File: src/rtl/matrix_capture.sv
// matrix_capture: rebuilds the 16x16 dot-matrix frame from the driver's serial row/column chains
// and flags row-select and column-length protocol errors.
module matrix_capture #(
  parameter bit SWAP_PAIRS = 1'b1,
  parameter int NBITS      = 16
) (
  input  logic        clk,
  input  logic        reset_n,
  input  logic        rclk,
  input  logic        rsdi,
  input  logic        cclk,
  input  logic        csdi,
  input  logic        le,
  input  logic [3:0]  rd_row,
  output logic [15:0] rd_data,
  output logic        row_strobe,
  output logic [3:0]  row_idx,
  output logic [15:0] row_data,
  output logic        frame_done,
  output logic [7:0]  frame_cnt,
  output logic        err_row,
  output logic        err_len
);
  localparam logic [4:0] NB = 5'(NBITS);
  logic        rclk_q, cclk_q, le_q;
  logic        r_rise, c_rise, le_rise;
  logic [15:0] rowsr_q, rowsr_d, colsr_q, colsr_d;
  logic [4:0]  bitcnt_q, bitcnt_d;
  logic [15:0] fb_q [16];
  logic        strobe_q, strobe_d, fdone_q, fdone_d, erow_q, erow_d, elen_q, elen_d;
  logic [3:0]  idx_q, idx_d;
  logic [15:0] data_q, data_d;
  logic [7:0]  fcnt_q, fcnt_d;
  logic [3:0]  p, lrow;
  logic [4:0]  nzero;
  logic        sel_ok, commit;
  assign r_rise  = rclk & ~rclk_q;
  assign c_rise  = cclk & ~cclk_q;
  assign le_rise = le & ~le_q;
  // row select is active-low: exactly one zero marks the driven physical row
  always_comb begin
    p     = '0;
    nzero = '0;
    for (int i = 0; i < 16; i++)
      if (!rowsr_q[i]) begin
        p     = 4'(i);
        nzero = nzero + 5'd1;
      end
  end
  assign sel_ok = (nzero == 5'd1);
  assign commit = le_rise & sel_ok;
  assign lrow   = SWAP_PAIRS ? (p ^ 4'd1) : p;
  always_comb begin
    rowsr_d  = r_rise ? {rowsr_q[14:0], rsdi} : rowsr_q;
    colsr_d  = c_rise ? {colsr_q[14:0], csdi} : colsr_q;
    bitcnt_d = le_rise ? {4'd0, c_rise}
             : (c_rise && bitcnt_q != 5'd31) ? bitcnt_q + 5'd1 : bitcnt_q;
    strobe_d = commit;
    idx_d    = commit ? lrow : idx_q;
    data_d   = commit ? colsr_q : data_q;
    fdone_d  = commit && (p == 4'd15);
    fcnt_d   = fcnt_q + 8'(fdone_d);
    erow_d   = erow_q | (le_rise & ~sel_ok);
    elen_d   = elen_q | (le_rise & (bitcnt_q != NB));
  end
  always_ff @(posedge clk or negedge reset_n)
    if (!reset_n) begin
      rclk_q   <= 1'b0;
      cclk_q   <= 1'b0;
      le_q     <= 1'b0;
      rowsr_q  <= 16'hFFFF;
      colsr_q  <= '0;
      bitcnt_q <= '0;
      strobe_q <= 1'b0;
      idx_q    <= '0;
      data_q   <= '0;
      fdone_q  <= 1'b0;
      fcnt_q   <= '0;
      erow_q   <= 1'b0;
      elen_q   <= 1'b0;
    end else begin
      rclk_q   <= rclk;
      cclk_q   <= cclk;
      le_q     <= le;
      rowsr_q  <= rowsr_d;
      colsr_q  <= colsr_d;
      bitcnt_q <= bitcnt_d;
      strobe_q <= strobe_d;
      idx_q    <= idx_d;
      data_q   <= data_d;
      fdone_q  <= fdone_d;
      fcnt_q   <= fcnt_d;
      erow_q   <= erow_d;
      elen_q   <= elen_d;
    end
  always_ff @(posedge clk or negedge reset_n)
    if (!reset_n) begin
      for (int i = 0; i < 16; i++) fb_q[i] <= '0;
    end else if (commit) begin
      fb_q[lrow] <= colsr_q;
    end
  assign rd_data    = fb_q[rd_row];
  assign row_strobe = strobe_q;
  assign row_idx    = idx_q;
  assign row_data   = data_q;
  assign frame_done = fdone_q;
  assign frame_cnt  = fcnt_q;
  assign err_row    = erow_q;
  assign err_len    = elen_q;
endmodule
File: config.mk
export PLATFORM = sky130hd
export DESIGN_NAME = matrix_capture
export DESIGN_NICKNAME = d
export VERILOG_FILES = /design/src/rtl/matrix_capture.sv
export SDC_FILE = /design/constraint.sdc
export NUM_CORES = 1
export LEC_CHECK = 0
export CAP_MARGIN = 20
export CORE_ASPECT_RATIO = 0.8
export CORE_MARGIN = 3
export CORE_UTILIZATION = 25
export CTS_CLUSTER_SIZE = 40
export DETAILED_ROUTE_END_ITERATION = 8
export PLACE_DENSITY = 0.39
export SLEW_MARGIN = 20
export SYNTH_ARGS = -nofsm -noshare
export SYNTH_HDL_FRONTEND = slang
export SYNTH_SLANG_ARGS = --single-unit
File: constraint.sdc
create_clock -name clk -period 11.72 [get_ports clk]
set_input_delay 1.758 -clock clk [delete_from_list [all_inputs] [get_ports clk]]
set_output_delay 1.758 -clock clk [all_outputs]
set_load 0.005 [all_outputs]
# Yosys cells after proc, flatten, opt, wreduce, memory -nomap -nowiden
# Cells that the tools add are included.
# W data, S select, Z words.
# totals
n_memories	0
wordCells	111
out_inout_bits	48
ram_bits	0
ff_bits	328
inputBits	11
romBits	0
latch_bits	0
# op_classes
n_bitwise	15
mux	39
multipliers	0
eq_ne	4
div	0
n_shift	0
reduce_logical	4
n_addsub	17
order_cmp	3
# ops
cell	count
$bwmux W256	1
$mux W5	17
$add A5 B1 Y5 const B	16
$bmux W16 S4	1
$demux W16 S4	1
$mux W4	13
$mux W16	3
$ge A5 B5 Y1 const B	2
$ne A5 B5 Y1 const B	2
$not A4 Y5	2
$add A8 B1 Y8	1
$and A1 B1 Y1	6
$eq A5 B1 Y1 const B	1
$lt A5 B1 Y1 const B	1
$not A1 Y1	5
$eq A4 B4 Y1 const B	1
$logic_and A1 B1 Y1	3
$mux W1	2
$mux W2	1
$or A1 B1 Y1	2
$reduce_bool A2 Y1	1

# Longest topological paths before layout
# depth
depth_word	35
mapped_depth	56
ltp_nobuf	54

# Worst setup path before layout
# OpenSTA, ideal clock, no wires.
# synth_path
path_kind	reg2reg
start	reg rowsr_q[0]
end	reg fcnt_q[7], in the netlist frame_cnt[7]
setup_slack_ns	1.500
path_stages_with_launch	56
period_less_slack_ns	10.220
setup_time_ns	0.123
n_path_buf	2
t_required_ns	11.597
t_arrival_ns	10.097
cell_sequence	dfstp_2 > inv_1 > ha_1 > xnor2_1 > ha_1 > nand2b_1 > nand2_1 > ha_1 > nor2_1 > a31oi_1 > ha_1 > nand2b_1 > o31a_1 > nand2_1 > ha_1 > nor2_1 > a31oi_1 > ha_1 > [20 not listed] > a21o_1 > ha_1 > mux2_2 > ha_1 > nor2_1 > mux2i_1 > o21ai_0 > mux2_2 > o21ai_1 > or3_1 > buf_6 > nor3_4 > buf_2 > ha_1 > nand4_1 > nor2_1 > nand2_1 > xnor2_1
# synth_via
elab_chain_cells	35
# synth_rtl
item	line	source
from (decl)	27	logic [15:0] rowsr_q, rowsr_d, colsr_q, colsr_d;
from (signal assigned)	85	rowsr_q <= rowsr_d;
$mux W1 (*)	45	if (!rowsr_q[i]) begin
$add A5 B1 Y5	47	nzero = nzero + 5'd1;
$mux W5 (*)	45	
$add A5 B1 Y5	47	
$mux W5 (*)	45	
$add A5 B1 Y5	47	
$mux W5 (*)	45	
$add A5 B1 Y5	47	
[21 not listed]	n/a	
$add A5 B1 Y5	47	
$mux W5 (*)	45	
$eq A5 B1 Y1 (*)	50	assign sel_ok = (nzero == 5'd1);
$and A1 B1 Y1 (*)	51	assign commit = le_rise & sel_ok;
$logic_and A1 B1 Y1 (*)	61	fdone_d = commit && (p == 4'd15);
named net fdone_d	30	logic strobe_q, strobe_d, fdone_q, fdone_d, erow_q, erow_d, elen_q, elen_d;
$add A8 B1 Y8 (*)	62	fcnt_d = fcnt_q + 8'(fdone_d);
named net fcnt_d[7]	33	logic [7:0] fcnt_q, fcnt_d;
to (signal assigned)	92	fcnt_q <= fcnt_d;
to (decl)	33	
# Mark *: on every way through the listed nets, which the timed path passes. The rest lies on a longest branch.
# A chain may end at the register's enable or synchronous reset.

# Final worst setup path
# layout_path
start	reg rowsr_q[0]
end	reg fb_q[175] (netlist name)
# layout_via
elab_chain_cells	33
# layout_rtl
item	line	source
$mux W1 (*)	45	
$add A5 B1 Y5	47	
$mux W5 (*)	45	
$add A5 B1 Y5	47	
$mux W5 (*)	45	
$add A5 B1 Y5	47	
$mux W5 (*)	45	
$add A5 B1 Y5	47	
[17 not listed]	n/a	
$add A5 B1 Y5	47	
$mux W5 (*)	45	
$add A5 B1 Y5	47	
$mux W5 (*)	45	
$add A5 B1 Y5	47	
$mux W5 (*)	45	
$eq A5 B1 Y1 (*)	50	
$and A1 B1 Y1 (*)	51	
to (signal, indexed assignment)	100	fb_q[lrow] <= colsr_q;
to (decl)	29	logic [15:0] fb_q [16];
# Every way passes the cells marked *; elsewhere a longest branch is shown, timed or not.

==> out/qor.csv <==
metric;value;unit
outcome;finished clean;
post-layout minimum cycle time;10.82;ns
DP Cell Count;1977;
DRC errors left;0;
largest net degree at the start of global routing;167;
DR WL/cell;21.4;um
final hold violations;0;
# IOs;59;
dominant synthesized flop cell;dfrtp_1;
post-route antenna net violation count;0;
number of diodes;0;
Synth Register Bits;328;
synthesized net count;1165;
top area cells in the synthesized netlist;dfrtp_1, mux2_2, mux4_2;
Ys Warns;0;
DP HPWL;25900;um
Max Fclk;92.5;MHz
routability cong.;0.744;
grt total ovfl;0;
Die ar.;68800;um^2
cell mode on critical path;ha_1;
setup TNS;0;ns
aggregate global-route resource usage;12.8;%
Gate Count Post-Synth;1134;
Slew HR;32.0;%
vias per inst;4.62;
1st-pass router iterations;4;
die width;293;um
CTS tree;built;
CTS max path bufs;3;
max cap viols;0;
first-pass GRT wire length;66900;um
Distinct cells, synth;61;
share of the synthesized area in the top cell type;47.5;%
Req. time, crit path;12.14;ns
non-filler instance count after layout;2049;
final WL;43800;um
slew at the pin closest to its max-slew limit;1.02;ns
vias in the first global route;9927;
Core Area;64600;um^2
DR vias;9474;
area delta synth->final;16.8;%
RSZ-0062 raised after global routing;no;
CP Max Fanout;16;
CP peak stage delay;0.54;ns
share of cells above drive strength 1;42.5;%
Initial Util;25.4;%
number of synthesized flops with an enable pin;0;
root buffer cell;clkbuf_16;
kind of end point of the critical path;flop;
Synth area leader;dfrtp_1;
CP Launch Type;flop;
Clock Pin Slew Worst Setup and Hold Paths;0.06;ns
Worst Hold Class;reg -> reg;
WP data arrival;11.23;ns
max-slew violations;0;
Post-Syn Area per Cell;14.5;um^2
IO Port Bufs;58;
Final Setup Violations;0;
Tcrit/Tclk final;92.3;%
Clk Latency, worst-skew pair;0.54;ns
clk sink count;328;
cts bufs inserted;40;
Final Skew;0.0106;ns
slowest CP cell;dfstp_2;
initial antenna violation count;0;
H-tree lvl count;2;
final net count;1201;
chip height;235;um
CP Class;reg -> reg;
drt initial violations;556;
ys async rst share;100;%
sequential cell area fraction in the yosys report;50.1;%
Mapped Area;16400;um^2
Rows;83;
Post-CTS Hold Buffers;0;
==> per-stage QoR <==
stage | setup WS [ns] | hold WS [ns] | utilization, % | cell area [um^2]
6_report | 0.904 | 0.489 | 29.7 | 19200
5_1_grt | 0.0223 | 0.494 | 29.7 | 19200
4_1_cts | 0.306 | 0.492 | 29.6 | 19200
3_5_place_dp | 0.349 | 0.480 | 27.6 | 17900
3_3_place_gp | 0.662 | 0.469 | 27.6 | 17900
2_1_floorplan | 1.50 | 0.465 | - | 16400
==> synthesized netlist by cell type, types with 3 or more instances <==
master / number
a21oi_1: 9
a31o_2: 4
a31oi_1: 10
and3_1: 7
buf_1: 17
buf_2: 15
buf_6: 8
clkbuf_1: 49
dfrtp_1: 312
dfstp_2: 16
ha_1: 20
inv_1: 22
mux2_2: 253
mux2_4: 40
mux2i_1: 7
mux4_2: 80
nand2_1: 46
nand2b_1: 9
nand3_1: 12
nand3b_1: 3
nand4_1: 11
nor2_1: 28
nor2b_1: 17
nor3_1: 5
nor4_1: 3
nor4_4: 7
o211ai_1: 3
o21a_1: 4
o21ai_0: 29
xnor2_1: 31
xnor2_2: 3
xnor3_1: 4
xnor3_2: 3
xor2_1: 9
xor3_1: 4
==> area by class of cell <==
cell class / instances / area, um^2
Fill cell: 6482 / 45400
Clock inverter: 12 / 138
Sequential cell: 328 / 8230
Tap cell: 850 / 1060
Clock buffer: 59 / 1160
Timing Repair Buffer: 85 / 791
Inverter: 22 / 82.6
Multi-Input combinational cell: 693 / 7710
==> worst max-delay path: cells and delay by family, from the launching register on <==
family,cells,cell delay [ns]
buffers and inverters,3,0.55
XOR/XNOR,1,0.24
multiplexers,4,0.95
flip-flops,1,0.54
AO/OA/AOI/OAI,13,2.32
adder cells (fa/ha/maj),14,4.02
AND/OR/NAND/NOR,15,2.09
==> cells in the final DEF, fill, tap and decap left out, types with 8 or more instances in the layout <==
master,instances
nand2_1,46
buf_4,28
nand3_1,12
mux4_2,80
mux2_4,40
mux2_2,253
ha_1,19
xor2_1,9
dfrtp_1,312
clkdlybuf4s50_1,54
xnor2_1,31
nand4_1,11
clkinv_2,8
nor2b_1,16
a31oi_1,8
nor2_1,27
o21ai_0,28
nand2b_1,9
dfstp_2,16
clkbuf_16,41
a21oi_1,9
clkbuf_1,11
inv_1,22
==> sequential cells by signal, indices dropped and copies added (netlist names) <==
register and cells:
row_data 16, frame_done 1, rowsr_q 16, frame_cnt 8, err_len 1, row_idx 4
le_q 1, err_row 1, rclk_q 1, row_strobe 1, fb_q 256, colsr_q 16
cclk_q 1, bitcnt_q 5
==> logic make-up (layout without fill, tap and decap cells) <==
logic type / Yosys count / in the layout / synth area share (%)
fa+ha+maj: 20 / 20 / 1.52
xor+xnor: 55 / 55 / 4.09
buf+inv: 113 / 178 / 3.11
mux: 380 / 380 / 32.4
simple gates: 162 / 162 / 5.79
compound gates: 76 / 76 / 2.98
flops: 328 / 328 / 50.1
==> what timing repair did <==
action | 4_1_cts | 5_1_grt
buffers inserted | 0 | 1
resized for setup | 0 | 6
endpoints found under the hold margin | 0 | 0
setup endpoints to repair | 0 | 205
==> worst paths after layout <==
| path | to | slack (ns) | startpoint | cells past startpoint |
|---|---|---|---|---|
| min reg2reg | frame_cnt[7] | 0.49 | frame_cnt[7] | 1 |
| max in group asynchronous | bitcnt_q[4] | 8.94 | reset_n | 2 |
| min | frame_cnt[7] | 0.49 | frame_cnt[7] | 1 |
| min in group asynchronous | fb_q[233] | 1.28 | reset_n | 1 |
| max | fb_q[175] | 0.90 | rowsr_q[0] | 50 |
| max reg2reg | fb_q[175] | 0.90 | rowsr_q[0] | 50 |
==> routing by layer <==
| metal | global-route usage, % | wire length [um] |
|---|---|---|
| met1 | 18.5 | 21200 |
| met2 | 20.1 | 20100 |
| met3 | 1.98 | 1690 |
| met4 | 3.25 | 807 |
| met5 | 0 | 0 |
Power is not shown: default switching activity piles up to over one toggle a cycle in this logic, so the estimate is an artifact.
